### config.mk
export PLATFORM = sky130hd
export DESIGN_NAME = mul_div_unit
export DESIGN_NICKNAME = d
export VERILOG_FILES = /design/src/rtl/mul_div_unit.sv
export SDC_FILE = /design/constraint.sdc
export NUM_CORES = 1
export LEC_CHECK = 0
export ABC_CLOCK_PERIOD_IN_PS = 3520
export BUFFER_PORTS_ARGS = -buffer_cell sky130_fd_sc_hd__buf_4
export CORE_AREA = 5 5 182 184
export CTS_BUF_LIST = sky130_fd_sc_hd__clkbuf_8
export CTS_CLUSTER_DIAMETER = 50
export DETAILED_ROUTE_END_ITERATION = 6
export DIE_AREA = 0 0 187 189
export PLACE_DENSITY = 0.83
export SYNTH_ARGS = -nofsm -noshare
export SYNTH_HDL_FRONTEND = slang
export SYNTH_SLANG_ARGS = --single-unit
### constraint.sdc
create_clock -name clock -period 3.52 [get_ports clock]
set_clock_uncertainty 0.05 [all_clocks]
set_input_delay 0.528 -clock clock [delete_from_list [all_inputs] [get_ports clock]]
set_output_delay 0.528 -clock clock [all_outputs]
set_load 0.005 [all_outputs]
### src/rtl/mul_div_unit.sv
// Iterative multiply/divide unit with architectural HI/LO registers.
// One multiplier bit or quotient bit per cycle; signs are applied in a final fix-up cycle.
module mul_div_unit #(
   parameter int unsigned WIDTH = 32,
   parameter int unsigned CNT_W = 6
) (
   input  logic             clock,
   input  logic             reset_n,
   input  logic             start,
   input  logic [2:0]       op,
   input  logic [WIDTH-1:0] rs_data,
   input  logic [WIDTH-1:0] rt_data,
   input  logic             flush,
   output logic             busy,
   output logic             done,
   output logic             div_by_zero,
   output logic [WIDTH-1:0] hi,
   output logic [WIDTH-1:0] lo
);

   localparam logic [2:0] OpMult  = 3'd0;
   localparam logic [2:0] OpMultu = 3'd1;
   localparam logic [2:0] OpDiv   = 3'd2;
   localparam logic [2:0] OpDivu  = 3'd3;
   localparam logic [2:0] OpMthi  = 3'd4;
   localparam logic [2:0] OpMtlo  = 3'd5;

   typedef enum logic [1:0] {StIdle, StMul, StDiv, StFix} state_e;

   state_e               state_q, state_d;
   logic [CNT_W-1:0]     cnt_q, cnt_d;
   logic [WIDTH-1:0]     hi_q, hi_d;
   logic [WIDTH-1:0]     lo_q, lo_d;
   logic                 done_q, done_d;
   logic                 dbz_q, dbz_d;
   logic                 pend_q, pend_d;
   logic                 pend_dbz_q, pend_dbz_d;
   logic [WIDTH-1:0]     mcand_q, mcand_d;
   logic [2*WIDTH-1:0]   acc_q, acc_d;
   logic [WIDTH-1:0]     rem_q, rem_d;
   logic                 is_div_q, is_div_d;
   logic                 neg_q, neg_d;
   logic                 rneg_q, rneg_d;

   logic                 op_signed;
   logic [WIDTH-1:0]     rs_abs, rt_abs;
   logic [WIDTH:0]       mul_sum;
   logic [WIDTH:0]       div_shift;
   logic [WIDTH+1:0]     div_diff;
   logic [2*WIDTH-1:0]   prod_fix;
   logic [WIDTH-1:0]     quo_fix, rem_fix;
   logic                 last_iter;

   assign op_signed = (op == OpMult) || (op == OpDiv);
   assign rs_abs    = (op_signed && rs_data[WIDTH-1]) ? -rs_data : rs_data;
   assign rt_abs    = (op_signed && rt_data[WIDTH-1]) ? -rt_data : rt_data;

   // Multiply: acc holds {partial product, remaining multiplier bits}, shifted right each step.
   assign mul_sum   = {1'b0, acc_q[2*WIDTH-1:WIDTH]} + {1'b0, mcand_q};
   // Divide: dividend bits leave acc's top while quotient bits enter at the bottom.
   assign div_shift = {rem_q, acc_q[WIDTH-1]};
   assign div_diff  = {1'b0, div_shift} - {2'b00, mcand_q};

   assign prod_fix  = neg_q ? -acc_q : acc_q;
   assign quo_fix   = neg_q ? -acc_q[WIDTH-1:0] : acc_q[WIDTH-1:0];
   assign rem_fix   = rneg_q ? -rem_q : rem_q;
   assign last_iter = (cnt_q == CNT_W'(WIDTH - 1));

   assign busy        = (state_q != StIdle);
   assign done        = done_q;
   assign div_by_zero = dbz_q;
   assign hi          = hi_q;
   assign lo          = lo_q;

   always_comb begin
      state_d    = state_q;
      cnt_d      = cnt_q;
      hi_d       = hi_q;
      lo_d       = lo_q;
      done_d     = pend_q;
      dbz_d      = pend_dbz_q;
      pend_d     = 1'b0;
      pend_dbz_d = 1'b0;
      mcand_d    = mcand_q;
      acc_d      = acc_q;
      rem_d      = rem_q;
      is_div_d   = is_div_q;
      neg_d      = neg_q;
      rneg_d     = rneg_q;

      unique case (state_q)
         StIdle: begin
            if (start && !flush) begin
               case (op)
                  OpMult, OpMultu: begin
                     mcand_d  = rs_abs;
                     acc_d    = {{WIDTH{1'b0}}, rt_abs};
                     neg_d    = op_signed && (rs_data[WIDTH-1] ^ rt_data[WIDTH-1]);
                     is_div_d = 1'b0;
                     cnt_d    = '0;
                     state_d  = StMul;
                  end
                  OpDiv, OpDivu: begin
                     if (rt_data == '0) begin
                        pend_d     = 1'b1;
                        pend_dbz_d = 1'b1;
                     end else begin
                        mcand_d  = rt_abs;
                        acc_d    = {{WIDTH{1'b0}}, rs_abs};
                        rem_d    = '0;
                        neg_d    = op_signed && (rs_data[WIDTH-1] ^ rt_data[WIDTH-1]);
                        rneg_d   = op_signed && rs_data[WIDTH-1];
                        is_div_d = 1'b1;
                        cnt_d    = '0;
                        state_d  = StDiv;
                     end
                  end
                  OpMthi: begin
                     hi_d   = rs_data;
                     pend_d = 1'b1;
                  end
                  OpMtlo: begin
                     lo_d   = rs_data;
                     pend_d = 1'b1;
                  end
                  default: ;
               endcase
            end
         end
         StMul: begin
            acc_d = acc_q[0] ? {mul_sum, acc_q[WIDTH-1:1]} : {1'b0, acc_q[2*WIDTH-1:1]};
            cnt_d = cnt_q + CNT_W'(1);
            if (last_iter) state_d = StFix;
         end
         StDiv: begin
            if (div_diff[WIDTH+1]) begin
               rem_d              = div_shift[WIDTH-1:0];
               acc_d[WIDTH-1:0]   = {acc_q[WIDTH-2:0], 1'b0};
            end else begin
               rem_d              = div_diff[WIDTH-1:0];
               acc_d[WIDTH-1:0]   = {acc_q[WIDTH-2:0], 1'b1};
            end
            cnt_d = cnt_q + CNT_W'(1);
            if (last_iter) state_d = StFix;
         end
         StFix: begin
            if (is_div_q) begin
               lo_d = quo_fix;
               hi_d = rem_fix;
            end else begin
               {hi_d, lo_d} = prod_fix;
            end
            done_d  = 1'b1;
            state_d = StIdle;
         end
         default: state_d = StIdle;
      endcase

      // Cancel wins over any completion scheduled for this edge.
      if (flush && busy) begin
         state_d = StIdle;
         hi_d    = hi_q;
         lo_d    = lo_q;
         done_d  = 1'b0;
         dbz_d   = 1'b0;
      end
   end

   always_ff @(posedge clock or negedge reset_n) begin
      if (!reset_n) begin
         state_q    <= StIdle;
         cnt_q      <= '0;
         hi_q       <= '0;
         lo_q       <= '0;
         done_q     <= 1'b0;
         dbz_q      <= 1'b0;
         pend_q     <= 1'b0;
         pend_dbz_q <= 1'b0;
         mcand_q    <= '0;
         acc_q      <= '0;
         rem_q      <= '0;
         is_div_q   <= 1'b0;
         neg_q      <= 1'b0;
         rneg_q     <= 1'b0;
      end else begin
         state_q    <= state_d;
         cnt_q      <= cnt_d;
         hi_q       <= hi_d;
         lo_q       <= lo_d;
         done_q     <= done_d;
         dbz_q      <= dbz_d;
         pend_q     <= pend_d;
         pend_dbz_q <= pend_dbz_d;
         mcand_q    <= mcand_d;
         acc_q      <= acc_d;
         rem_q      <= rem_d;
         is_div_q   <= is_div_d;
         neg_q      <= neg_d;
         rneg_q     <= rneg_d;
      end
   end

endmodule

==> flow_metrics.tcl <==
set metrics [dict create \
    ff2ff_path_depth 15 \
    fmax_mhz 280.3 \
    slew_headroom 0.4045 \
    synthToLayoutAreaGrowth_pct 19.22 \
    start_util 0.5431 \
    diodes 0 \
    synthCells 2174 \
    yosys_warnings 0 \
    grt_max_degree 92 \
    grt_usage 0.3423 \
    ir_drop_mv 0.5654 \
    synth_seq_cells 207 \
    startpoint_type "flop" \
    synth_nets 2324 \
    grt_pass1_vias 16870 \
    fin_area_um2 20220 \
    setup_tns_ps -443.6 \
    wl_per_cell_um 22.45 \
    grt_pass1_wl_um 96150 \
    max_cap_viol_count 0 \
    tightest_slew_ps 893.3 \
    critPathArrivalTime_ps 3980 \
    slew_violations 0 \
    status "finished with violations" \
    hpwlAfterDp_um 47330 \
    crit_fanout 5 \
    clk_pin_slew_ps 60 \
    setup_ws_ps -47.27 \
    r2r-end "rem_q[11]" \
    synthArstFlopShare 1.000 \
    rsz0062_at_grt "true" \
    drcViolationCount 0 \
    violations "negative hold slack, negative setup slack" \
    nets 2504 \
    drive_gt1_frac 0.1589 \
    die_w_um 187 \
    place_congestion 1.021 \
    dieArea_um2 35340 \
    hold_viol 4 \
    core-area_um2 31230 \
    cts_root_buffer "clkbuf_8" \
    finalSetupViolations 17 \
    io_buffers 137 \
    synth_edf_count 0 \
    r2r_slack_ps -50 \
    synthFlopType "dfrtp_1" \
    clock_latency_ps 580 \
    min_period_ps 3567 \
    worst_hold_slack_ps -26.83 \
    synth_seq_area_share 0.3054 \
    vias 17600 \
    synth.area.top_cells "dfrtp_1, nand2_1, ha_1, a21oi_1, xnor2_1" \
    cp-end-kind "flop" \
    r2r-start "mcand_q[6]" \
    avgSynthCellArea_um2 7.802 \
    cts_tree "built" \
    cts_buffers 41 \
    synth_top_area_cell "dfrtp_1" \
    overflow 0 \
    cts.path.max_buffers 3 \
    clock-sinks 207 \
    crit_required_ps 3930 \
    synth_area_um2 16960 \
    drt_iter0_drc 2001 \
    p_leak_uw 0.009448 \
    rows 65 \
    routed_wl_um 62570 \
    ant_nets 0 \
    die_y_um 189 \
    final.period_utilization 1.013 \
    antenna_found_initial 0 \
    path_class "flop to flop" \
    cts_max_level 2 \
    synth_top_area_frac 0.3054 \
    holdCritPathClass "input port to async pin" \
    synthDistinctLibCells 73 \
    dpl_cell_area_um2 19010 \
    vias_per_cell 6.314 \
    ios 138 \
    postCtsHoldBufs 0 \
    firstDrtPassIters 6 \
    p_per_area_nw_per_um2 782.0 \
]
-- cell type report --
type,count,area [um2]
Multi-Input combinational cell,1756,11160
Timing Repair Buffer,269,2195
Fill cell,2628,11010
Inverter,79,296.5
Clock inverter,17,98.84
Sequential cell,207,5181
Clock buffer,57,784.5
Tap cell,402,503.0
-- per-stage QoR --
stage,utilization,worst slack (ps),hold WS (ps),instances,total power (uW)
after global placement,0.6086,96.52,393.9,2697,12570
after global routing,0.6475,-138.2,41.30,2787,16870
after detailed placement,0.6086,-2.485,394.8,2697,12790
after floorplan,-,63.91,182.4,2174,9574
final,0.6475,-47.27,-26.83,2787,15810
after CTS,0.6386,-5.366,9.108,2775,15470
-- where the power goes --
part / total, uW / internal, uW / switching [uW]
combinational: 8850 / 3690 / 5160
sequential: 4340 / 3260 / 1070
clock: 2630 / 1510 / 1120
total: 15800 / 8460 / 7350
-- sequential cells by signal, indices dropped and copies added, names as in the netlist --
register / count
pend_dbz_q: 1
hi: 32
pend_q: 1
acc_q: 64
rneg_q: 1
lo: 32
state_q: 2
done: 1
cnt_q: 6
div_by_zero: 1
mcand_q: 32
rem_q: 32
neg_q: 1
is_div_q: 1
-- cells in the mapped netlist (6+ instances only) --
library cell  instances
nand2_1             268
dfrtp_1             207
a21oi_1             183
nor2_1              179
o21ai_0             149
o21ai_1             127
clkbuf_1            119
xnor2_1             102
xor2_1              101
ha_1                 77
inv_1                76
mux2i_1              56
a21o_1               47
nand3_1              45
o31ai_1              36
a31oi_1              29
a22oi_1              27
nor3_1               24
or3_1                24
o41ai_1              22
or4_1                21
o21a_1               20
nor2b_1              19
o211ai_1             18
a211oi_1             17
and2_1               17
and3_1               17
nand2b_1             14
nor4_1               12
a22o_1                9
nand4_1               9
buf_1                 8
o21bai_1              7
a41oi_1               6
-- cells by family (layout without fill, tap and decap cells) --
group / count (synthesis) / after routing / synth area share
AOI/OAI and AO/OA: 742 / 742 / 0.2655
and+or+nand+nor: 671 / 671 / 0.1802
buffers and inverters: 211 / 422 / 0.04854
DFF: 207 / 207 / 0.3054
xor gates and xnor gates: 203 / 203 / 0.1048
adders and majority gates: 79 / 79 / 0.05916
muxes: 61 / 61 / 0.03637
-- routing by layer --
layer  share of wire  GRT usage
met1            0.40     0.4528
met2            0.42     0.5159
met3            0.11    0.08131
met4           0.069     0.1962
met5               0          0
-- critical path, stage by stage (launching register included) --
cell       delay, ps
dfrtp_1          410
inv_2             90
ha_4             200
nand2_2           70
or4b_4           500
o21ai_4          220
a21boi_4          90
a31o_1           210
a21o_1           190
o31a_1           290
o41ai_4          400
buf_12           170
buf_12           120
clkbuf_16        150
mux2i_1          190
o21ai_1           80
-- cell usage in the layout, fill, tap and decap left out, types with 6 or more instances in the layout --
cell type,n
o21ai_1,125
a22oi_1,27
mux2i_1,53
clkbuf_8,58
nor2_1,179
a21oi_1,181
a31oi_1,27
xor2_1,101
a21o_1,47
nor2b_1,18
ha_1,71
nand2_1,265
o211ai_1,18
o21bai_1,7
xnor2_1,102
buf_4,251
or3_1,24
o31ai_1,36
o21a_1,20
dfrtp_1,206
o21ai_0,148
a41oi_1,6
buf_12,10
nor4_1,11
nand4_1,9
nand3_1,45
a22o_1,9
a211oi_1,15
nor3_1,24
and2_1,17
nand2b_1,14
inv_1,85
or4_1,21
and3_1,17
o41ai_1,21
-- worst max-delay path by stage --
stage,from,endpoint,cells after the start
after floorplan,rem_q[5],rem_q[4],13
after global placement,acc_q[34],hi[20],10
after detailed placement,mcand_q[6],rem_q[11],14
after CTS,mcand_q[6],rem_q[15],14
after global routing,mcand_q[6],rem_q[5],15
final,mcand_q[6],rem_q[11],15
-- what timing repair did --
action / in CTS / in global routing
cloned: 1 / 1
resized for setup: 0 / 43
setup buffers: 3 / 12
pin swaps: 0 / 12
endpoints found under the setup margin: 4 / 43
endpoints found under the hold margin: 0 / 0
No activity file was read; power rests on OpenSTA's default activity.
